===== src/rtl/ns_pkt_pkg.sv =====
// Shared packet definitions for the tx traffic generator and the tx packet counter:
// packet lengths, pkt_type encoding and generator FSM states.
package ns_pkt_pkg;

    localparam logic [15:0] FRAME_DATA_LEN = 16'd4160;
    localparam logic [15:0] META_DATA_LEN  = 16'd192;
    localparam logic [15:0] FRAME_CTR_LEN  = 16'd68;

    typedef enum logic [1:0] {
        PKT_FRAME_DATA = 2'd0,
        PKT_META_DATA  = 2'd1,
        PKT_FRAME_CTR  = 2'd2,
        PKT_MIXED      = 2'd3
    } pkt_type_e;

    typedef enum logic [1:0] {
        ST_IDLE = 2'd0,
        ST_SEND = 2'd1,
        ST_GAP  = 2'd2,
        ST_FIN  = 2'd3
    } gen_state_e;

    function automatic logic [15:0] pkt_len(input pkt_type_e t);
        case (t)
            PKT_META_DATA: pkt_len = META_DATA_LEN;
            PKT_FRAME_CTR: pkt_len = FRAME_CTR_LEN;
            default:       pkt_len = FRAME_DATA_LEN;
        endcase
    endfunction

    // Mixed bursts cycle frame-data -> meta-data -> frame-counter -> frame-data ...
    function automatic pkt_type_e next_mixed_type(input pkt_type_e t);
        case (t)
            PKT_FRAME_DATA: next_mixed_type = PKT_META_DATA;
            PKT_META_DATA:  next_mixed_type = PKT_FRAME_CTR;
            default:        next_mixed_type = PKT_FRAME_DATA;
        endcase
    endfunction

endpackage


===== src/rtl/ns_txpkt_beat_fmt.sv =====
// Combinational beat formatter: from packet length, beat index and sequence number
// produces the lane-patterned tdata, the byte enables and the last-beat flag.
module ns_txpkt_beat_fmt
    import ns_pkt_pkg::*;
#(
    parameter int DW    = 512,
    parameter int SEQ_W = 16
) (
    input  logic [15:0]      len,
    input  logic [15:0]      beat_idx,
    input  logic [SEQ_W-1:0] seq,
    output logic [DW-1:0]    tdata,
    output logic [DW/8-1:0]  tkeep,
    output logic             tlast
);

    localparam int BPB   = DW / 8;
    localparam int LANES = DW / 32;

    logic [15:0] base;
    logic [15:0] remaining;
    logic [31:0] lane;

    always_comb begin
        base      = beat_idx * 16'(BPB);
        remaining = len - base;
        tlast     = (remaining <= 16'(BPB));
        lane      = {16'(seq), beat_idx};
        for (int i = 0; i < BPB; i++) begin
            tkeep[i] = (16'(i) < remaining);
        end
        // Bytes past the valid length are forced to zero.
        for (int l = 0; l < LANES; l++) begin
            for (int b = 0; b < 4; b++) begin
                tdata[l*32 + b*8 +: 8] = tkeep[l*4 + b] ? lane[b*8 +: 8] : 8'h00;
            end
        end
    end

endmodule


===== src/rtl/ns_txpkt_gen.sv =====
// Test-traffic burst generator feeding the CMAC tx AXI stream.
// Optional mixed-type bursts (pkt_type 3) are enabled by defining NS_TXPKT_GEN_MIXED_EN.
module ns_txpkt_gen
    import ns_pkt_pkg::*;
#(
    parameter int DW    = 512,
    parameter int SEQ_W = 16
) (
    input  logic            clk,
    input  logic            aresetn,
    input  logic            start,
    input  logic [1:0]      pkt_type,
    input  logic [31:0]     pkt_count,
    input  logic [7:0]      gap_cycles,
    output logic            busy,
    output logic            done,
    output logic [63:0]     packets_sent,
    output logic [DW-1:0]   axis_tx_tdata,
    output logic [DW/8-1:0] axis_tx_tkeep,
    output logic            axis_tx_tlast,
    output logic            axis_tx_tvalid,
    input  logic            axis_tx_tready
);

    logic [3:0]       rst_sync_q, rst_sync_d;
    logic             rst_n;
    gen_state_e       state_q, state_d;
    pkt_type_e        cur_type_q, cur_type_d;
    logic             mixed_q, mixed_d;
    logic [31:0]      cnt_q, cnt_d;
    logic [7:0]       gap_q, gap_d;
    logic [7:0]       gap_ctr_q, gap_ctr_d;
    logic [15:0]      beat_q, beat_d;
    logic [SEQ_W-1:0] seq_q, seq_d;
    logic [63:0]      sent_q, sent_d;
    logic             type_ok;
    logic             valid;
    logic [DW-1:0]    fmt_tdata;
    logic [DW/8-1:0]  fmt_tkeep;
    logic             fmt_tlast;

    // Reset asserts asynchronously everywhere; release is seen 4 clocks later.
    assign rst_sync_d = {rst_sync_q[2:0], 1'b1};
    assign rst_n      = rst_sync_q[3];

    always_ff @(posedge clk or negedge aresetn) begin
        if (!aresetn) begin
            rst_sync_q <= 4'b0000;
        end else begin
            rst_sync_q <= rst_sync_d;
        end
    end

`ifdef NS_TXPKT_GEN_MIXED_EN
    assign type_ok = 1'b1;
`else
    assign type_ok = (pkt_type != 2'(PKT_MIXED));
`endif

    ns_txpkt_beat_fmt #(
        .DW   (DW),
        .SEQ_W(SEQ_W)
    ) u_beat_fmt (
        .len     (pkt_len(cur_type_q)),
        .beat_idx(beat_q),
        .seq     (seq_q),
        .tdata   (fmt_tdata),
        .tkeep   (fmt_tkeep),
        .tlast   (fmt_tlast)
    );

    always_comb begin
        state_d    = state_q;
        cur_type_d = cur_type_q;
        mixed_d    = mixed_q;
        cnt_d      = cnt_q;
        gap_d      = gap_q;
        gap_ctr_d  = gap_ctr_q;
        beat_d     = beat_q;
        seq_d      = seq_q;
        sent_d     = sent_q;
        valid      = 1'b0;
        case (state_q)
            ST_IDLE: begin
                if (start && type_ok) begin
                    mixed_d    = (pkt_type == 2'(PKT_MIXED));
                    cur_type_d = (pkt_type == 2'(PKT_MIXED)) ? PKT_FRAME_DATA : pkt_type_e'(pkt_type);
                    cnt_d      = pkt_count;
                    gap_d      = gap_cycles;
                    beat_d     = 16'd0;
                    seq_d      = '0;
                    state_d    = (pkt_count == 32'd0) ? ST_FIN : ST_SEND;
                end
            end
            ST_SEND: begin
                valid = 1'b1;
                if (axis_tx_tready) begin
                    if (fmt_tlast) begin
                        sent_d = sent_q + 64'd1;
                        cnt_d  = cnt_q - 32'd1;
                        seq_d  = seq_q + SEQ_W'(1);
                        beat_d = 16'd0;
                        if (mixed_q) begin
                            cur_type_d = next_mixed_type(cur_type_q);
                        end
                        // No gap after the final packet of a burst.
                        if (cnt_q == 32'd1) begin
                            state_d = ST_FIN;
                        end else if (gap_q != 8'd0) begin
                            state_d   = ST_GAP;
                            gap_ctr_d = gap_q;
                        end
                    end else begin
                        beat_d = beat_q + 16'd1;
                    end
                end
            end
            ST_GAP: begin
                gap_ctr_d = gap_ctr_q - 8'd1;
                if (gap_ctr_q == 8'd1) begin
                    state_d = ST_SEND;
                end
            end
            ST_FIN: begin
                state_d = ST_IDLE;
            end
            default: begin
                state_d = ST_IDLE;
            end
        endcase
    end

    always_ff @(posedge clk or negedge rst_n) begin
        if (!rst_n) begin
            state_q    <= ST_IDLE;
            cur_type_q <= PKT_FRAME_DATA;
            mixed_q    <= 1'b0;
            cnt_q      <= 32'd0;
            gap_q      <= 8'd0;
            gap_ctr_q  <= 8'd0;
            beat_q     <= 16'd0;
            seq_q      <= '0;
            sent_q     <= 64'd0;
        end else begin
            state_q    <= state_d;
            cur_type_q <= cur_type_d;
            mixed_q    <= mixed_d;
            cnt_q      <= cnt_d;
            gap_q      <= gap_d;
            gap_ctr_q  <= gap_ctr_d;
            beat_q     <= beat_d;
            seq_q      <= seq_d;
            sent_q     <= sent_d;
        end
    end

    // Data outputs are held at zero whenever no beat is offered.
    assign axis_tx_tvalid = valid;
    assign axis_tx_tdata  = valid ? fmt_tdata : '0;
    assign axis_tx_tkeep  = valid ? fmt_tkeep : '0;
    assign axis_tx_tlast  = valid & fmt_tlast;
    assign busy           = (state_q != ST_IDLE);
    assign done           = (state_q == ST_FIN);
    assign packets_sent   = sent_q;

endmodule


===== config.mk =====
export PLATFORM = sky130hd
export DESIGN_NAME = ns_txpkt_gen
export DESIGN_NICKNAME = d
export VERILOG_FILES = /design/src/rtl/ns_pkt_pkg.sv /design/src/rtl/ns_txpkt_beat_fmt.sv /design/src/rtl/ns_txpkt_gen.sv
export SDC_FILE = /design/constraint.sdc
export NUM_CORES = 1
export LEC_CHECK = 0
export BUFFER_PORTS_ARGS = -buffer_cell sky130_fd_sc_hd__buf_2
export CAP_MARGIN = 30
export CORE_AREA = 2 2 271 273
export CTS_BUF_LIST = sky130_fd_sc_hd__clkbuf_8
export CTS_CLUSTER_DIAMETER = 120
export CTS_CLUSTER_SIZE = 40
export DETAILED_ROUTE_END_ITERATION = 10
export DIE_AREA = 0 0 273 275
export PLACE_DENSITY_LB_ADDON = 0.08
export SYNTH_ARGS = -nofsm -noshare
export SYNTH_HDL_FRONTEND = slang
export SYNTH_SLANG_ARGS = --single-unit

===== constraint.sdc =====
create_clock -name clk -period 4.4 [get_ports clk]
set_input_delay 0.44 -clock clk [delete_from_list [all_inputs] [get_ports clk]]
set_output_delay 0.44 -clock clk [all_outputs]
set_load 0.02 [all_outputs]

After elaboration in Yosys (flattened, before gate mapping)
Cells that the tools add are included.
{ "classes": {"n_addsub": 6, "magnitude_cmp": 65, "n_eq_ne": 17, "muxes": 99, "n_bitwise": 1, "reduce_logical": 15} }
{ "ops": {"columns": ["cell", "n"], "rows": [
  ["$mux 8", 68],
  ["$lt 6x16->1 const A", 32],
  ["$mux 512", 1],
  ["$lt 5x16->1 const A", 16],
  ["$lt 4x16->1 const A", 8],
  ["$mux 32", 3],
  ["$mux 16", 5],
  ["$add 64x1->64 const B", 1],
  ["$lt 3x16->1 const A", 4],
  ["$mux 64", 1],
  ["$pmux 16 s2", 2],
  ["$pmux 32 s2", 1],
  ["$add 16x1->16 const B", 2],
  ["$eq 32x1->1 const B", 1],
  ["$logic_not 32->1", 1],
  ["$lt 1x16->1 const A", 2],
  ["$lt 2x16->1 const A", 2],
  ["$sub 32x1->32 const B", 1],
  ["$pmux 13 s2", 1],
  ["$mux 2", 12],
  ["$le 16x7->1 const B", 1],
  ["$ne 2x2->1 const B", 8],
  ["$pmux 8 s2", 1],
  ["$sub 13x16->16", 1],
  ["other kinds (17)", 28]
]} }
{ "totals": {"register_bits": 153, "inputBits": 46, "output_inout_bits": 644} }

Logic depth before layout (Yosys ltp)
{ "logic_depth": {"word_depth": 7, "depth_mapped": 15, "ltp_nobuf": 14} }

Modules after synthesis
A second synthesis with hierarchy kept.
{ "hier_totals": {"cells_unflattened": 2416, "area_unflattened_um2": 17633.2} }
{ "modules_own_cells": {"columns": ["module", "n_inst", "cells_per_inst", "area_each_um2", "seq_area_each_um2"], "rows": [
  ["ns_txpkt_gen", 1, 1496, 11740.0, 3828.7],
  ["ns_txpkt_beat_fmt", 1, 920, 5893.2, 0.0]
]} }

Worst setup path after synthesis
OpenSTA, ideal clock, no wires.
{ "synth_path": {"kind": "reg-to-output", "from": "register cur_type_q[1]", "to": "output port axis_tx_tdata[118]", "arrival_ns": 4.711, "required_time_ns": 3.960, "path_slack_ns": -0.751, "stages_incl_launch_ff": 15, "path_cell_list": "dfrtp_1 inv_1 ha_1 inv_1 ha_1 inv_1 ha_1 nor3b_2 a21oi_1 mux2i_1 nor3_1 a21oi_1 clkbuf_1 and2_1 buf_4"} }
{ "synth_between": {"elab_chain_cells": 6} }
{ "synth_lines": {"columns": ["element", "line", "text"], "rows": [
  ["start, declared", "ns_txpkt_gen.sv:28", "pkt_type_e cur_type_q, cur_type_d;"],
  ["start signal, assigned", "ns_txpkt_gen.sv:146", "cur_type_q <= cur_type_d;"],
  ["$eq 2x2->1 / $eq 2x1->1 (equally long branches)", "ns_pkt_pkg.sv:24", "case (t)"],
  ["$pmux 13 s2 (*)", "ns_pkt_pkg.sv:24", null],
  ["$sub 13x16->16 (*)", "ns_txpkt_beat_fmt.sv:26", "remaining = len - base;"],
  ["$lt 4x16->1 (*)", "ns_txpkt_beat_fmt.sv:30", "tkeep[i] = (16'(i) < remaining);"],
  ["$mux 8 (*)", "ns_txpkt_beat_fmt.sv:35", "tdata[l*32 + b*8 +: 8] = tkeep[l*4 + b] ? lane[b*8 +: 8] : 8'h00;"],
  ["$mux 512 (*)", "ns_txpkt_gen.sv:159", "assign axis_tx_tdata = valid ? fmt_tdata : '0;"],
  ["end, declared", "ns_txpkt_gen.sv:18", "output logic [DW-1:0] axis_tx_tdata,"]
]} }
Every way passes the cells marked *; elsewhere a longest branch is shown, timed or not.

Worst setup path after layout
{ "layout_path": {"from": "register cur_type_q[1]", "to": "output port axis_tx_tlast"} }
{ "layout_between": {"elab_chain_cells": 5} }
{ "layout_lines": {"columns": ["element", "line", "text"], "rows": [
  ["$eq 2x2->1 / $eq 2x1->1 (equally long branches)", "ns_pkt_pkg.sv:24", null],
  ["$pmux 13 s2 (*)", "ns_pkt_pkg.sv:24", null],
  ["$sub 13x16->16 (*)", "ns_txpkt_beat_fmt.sv:26", null],
  ["$le 16x7->1 (*)", "ns_txpkt_beat_fmt.sv:27", "tlast = (remaining <= 16'(BPB));"],
  ["$and 1x1->1 (*)", "ns_txpkt_gen.sv:161", "assign axis_tx_tlast = valid & fmt_tlast;"],
  ["end, declared", "ns_txpkt_gen.sv:20", "output logic axis_tx_tlast,"]
]} }
Marks and branches as above.

==> impl_metrics.csv <==
group,metric,value,unit
run_status,status,"finished clean",
cells_and_area,layout_commonest_cell,"buf_2",
cts,h-tree-depth,4,
setup_path,cp.arrival,3680,ps
logic_synthesis,synth.distinct_cells,64,
timing,worst_pin_slew,794.0,ps
detailed_routing,viasPerCell,3.762,
power,p_sw,859.3,µW
logic_synthesis,ys_warn_count,0,
setup_path,worstPathRequired,3960,ps
detailed_routing,drt_iter0_markers,386,
floorplanning,start_util,0.1711,
cells_and_area,final_cell_mix,"689 x buf_2, 152 x dfrtp_1, 111 x nand2_1",
global_routing,grt_max_degree,63,
logic_synthesis,ys_seq_elements,153,
logic_synthesis,synth_edf_count,0,
global_routing,groute.usage.overall,0.1158,
power,pwr-share-seq,0.482,
logic_synthesis,avgSynthCellArea,8.380,µm²
power,vdd_drop_max,0.0001740,V
detailed_routing,vias,9940,
setup_path,reg2reg_depth,14,
power,finalPower,2.982,mW
logic_synthesis,yosys-top-cells-area,"buf_4 31%, dfrtp_1 31%, and2_1 3.7%, nand2_1 3.4%, xnor2_1 3.3%",
cts,clk_latency,570,ps
timing,skew,22.74,ps
cells_and_area,fill_cells,8169,
timing,drv_slew,0,
setup_path,startpoint,"cur_type_q[1]",
place,place_congestion,0.7258,
logic_synthesis,seq_area_frac_synth,0.3093,
cells_and_area,syn_to_final_growth,13.02,%
logic_synthesis,synth_cells,1477,
detailed_routing,drc,0,
timing,slew_headroom,0.4707,
setup_path,path_class,"reg2out",
setup_path,timing.rr.end,"gap_ctr_q[6]",
setup_path,endpoint_kind,"primary output",
logic_synthesis,async_flop_share,1.000,
timing,final-hold-violation-count,0,
timing,clock.fmax,0.2426,GHz
global_routing,grt_pass1_wl,64100,µm
flow_run,cap_violations,0,
setup_path,cp_max_fo,15,
hold_path,hold_depth,3,
global_routing,grt_overflow,0,
timing,post-route-min-period,4122,ps
detailed_routing,wl_per_cell,17.27,µm
power,swShare,0.2881,
detailed_routing,drt-pass1-iter-count,5,
floorplanning,die_area,0.07508,mm²
timing,timing.final.crit_share,0.9369,
cts,cts_tree,"yes",
cells_and_area,fin_nets,1727,
detailed_routing,wl,45620,µm
cells_and_area,drive_gt1_frac,0.4872,
global_routing,grt_pass1_vias,9039,
place,place.detailed.hpwl,34780,µm
floorplanning,dieHeight,275,µm
floorplanning,ioPinCount,690,
setup_path,rr_startpoint,"cur_type_q[1]",
power,p_int,2.123,mW
setup_path,worst-r2r-setup-slack,330,ps
timing,rsz0062_at_grt,"false",
cts,cts_buffer_depth,2,
logic_synthesis,yosys_most_used_dff,"dfrtp_1",
place,io_buffers,689,
detailed_routing,ant_nets,0,
power,pwr-share-comb,0.057,
cts,cts_root_buf,"clkbuf_8",
timing,finalSetupTns,0,ps
floorplanning,coreArea,0.07234,mm²
floorplanning,die_x,273,µm
setup_path,start_kind,"flop",
logic_synthesis,synth_area_leader_cell,"buf_4",
cts,cts_buffers,17,
logic_synthesis,syn_nets,1536,
global_routing,antenna_found_initial,5,
power,power.leakage,7.964,nW
cts,cts_num_sinks,153,
floorplanning,row_count,99,
power,p_clk_frac,0.461,
cts,path_clk_slew,110,ps
hold_path,hp-class,"in2reg",
logic_synthesis,synth_top_area_frac,0.3093,
power,cellPowerDensity,213.2,mW/mm²
logic_synthesis,synth_area,0.01238,mm²
timing,setup_viol,0,
setup_path,crit_path_end,"axis_tx_tlast",
[power groups by stage]
stage,sequential (mW),combinational [mW],clock [mW]
detailed placement,1.47,0.160,0
global route,1.44,0.191,1.51
global placement,1.47,0.161,0
CTS,1.44,0.176,1.46
finish,1.44,0.171,1.37
floorplan,1.47,0.0630,0
[registers in the layout, indices dropped and copies added, names as in the netlist]
| name | count |
|---|---|
| gap_q | 8 |
| gap_ctr_q | 8 |
| cnt_q | 32 |
| packets_sent | 64 |
| seq_q | 16 |
| mixed_q | 1 |
| cur_type_q | 2 |
| state_q | 2 |
| rst_sync_q | 4 |
| beat_q | 16 |
[logic make-up after synthesis]
group	after synthesis	synth area share
and+or+nand+nor	487	0.2086
xor gates and xnor gates	74	0.05237
DFF	153	0.3093
adders and majority gates	13	0.01314
muxes	5	0.005156
AOI/OAI and AO/OA	160	0.07784
other	1	0.0003030
buffers and inverters	584	0.3333
[through the flow]
stage	instance area [µm²]	worst slack, ps	util	hold slack [ps]	instances
floorplan	12380	39.65	-	144.4	1477
global placement	13270	144.4	0.1834	248.4	2593
detailed placement	13270	4.026	0.1834	249.8	2593
CTS	13930	4.273	0.1926	9.490	2638
global route	13990	0.3495	0.1934	23.70	2642
finish	13990	277.5	0.1934	77.03	2642
[critical path: stages, from the launching register on]
cell and delay [ps]:
dfrtp_1 360, inv_1 80, ha_1 200, inv_1 60
ha_1 200, inv_1 70, ha_1 280, or3b_4 390
mux2i_4 160, nand3_2 120, buf_4 200, nor4_4 220
buf_6 250, nand2_2 170, inv_2 160, buf_2 180
[area by class of cell]
| type | instances | area [µm²] | share of cell area |
|---|---|---|---|
| multi-input cells | 741 | 4557 | 0.3258 |
| repair buffers | 732 | 3845 | 0.2749 |
| flip-flops and latches | 153 | 3832 | 0.2740 |
| well taps | 959 | 1200 | 0.08578 |
| clock buffers | 17 | 234.0 | 0.01673 |
| clock inverters | 15 | 229.0 | 0.01637 |
| inverters | 23 | 86.33 | 0.006172 |
| diodes | 2 | 5.005 | 0.0003578 |
[metal layers]
layer	part of all wire	track usage	vias to the layer above
li1	-	-	4853
met1	0.43	0.1425	4741
met2	0.50	0.1970	304
met4	0.014	0.03538	6
met5	0.00075	0	-
met3	0.052	0.03090	36
[synthesized netlist by cell type, types with 5 or more instances]
| cell | n |
|---|---|
| nor4_1 | 31 |
| nand4_1 | 31 |
| o21ai_0 | 44 |
| nor3_1 | 32 |
| nand3_1 | 51 |
| or3_1 | 11 |
| ha_1 | 13 |
| a21oi_1 | 56 |
| nor2_1 | 76 |
| dfrtp_1 | 153 |
| o22ai_1 | 12 |
| nor3b_1 | 5 |
| xnor2_1 | 47 |
| nand2b_1 | 6 |
| clkbuf_1 | 45 |
| o31ai_1 | 10 |
| a22oi_1 | 5 |
| or4_1 | 13 |
| and3_1 | 22 |
| nand2_1 | 112 |
| inv_1 | 23 |
| xor2_1 | 27 |
| and2_1 | 73 |
| buf_4 | 510 |
[worst min path at each step]
stage                     slack, ps             to     startpoint
after floorplan                 140  rst_sync_q[0]        aresetn
after global placement          250  rst_sync_q[3]        aresetn
after detailed placement        250  rst_sync_q[3]        aresetn
after CTS                         9       gap_q[0]  gap_cycles[0]
after global routing             20       gap_q[0]  gap_cycles[0]
final                            80       gap_q[0]  gap_cycles[0]
[timing repair]
| item | 4_1_cts | 5_1_grt |
|---|---|---|
| hold buffers | 5 | 0 |
| pin swaps | 3 | 1 |
| gates cloned | 1 | 0 |
| setup endpoints to repair | 573 | 483 |
| hold endpoints to repair | 8 | 0 |
| gates resized for setup | 19 | 27 |
| setup buffers | 7 | 1 |
(Power assumes the default switching activity.)
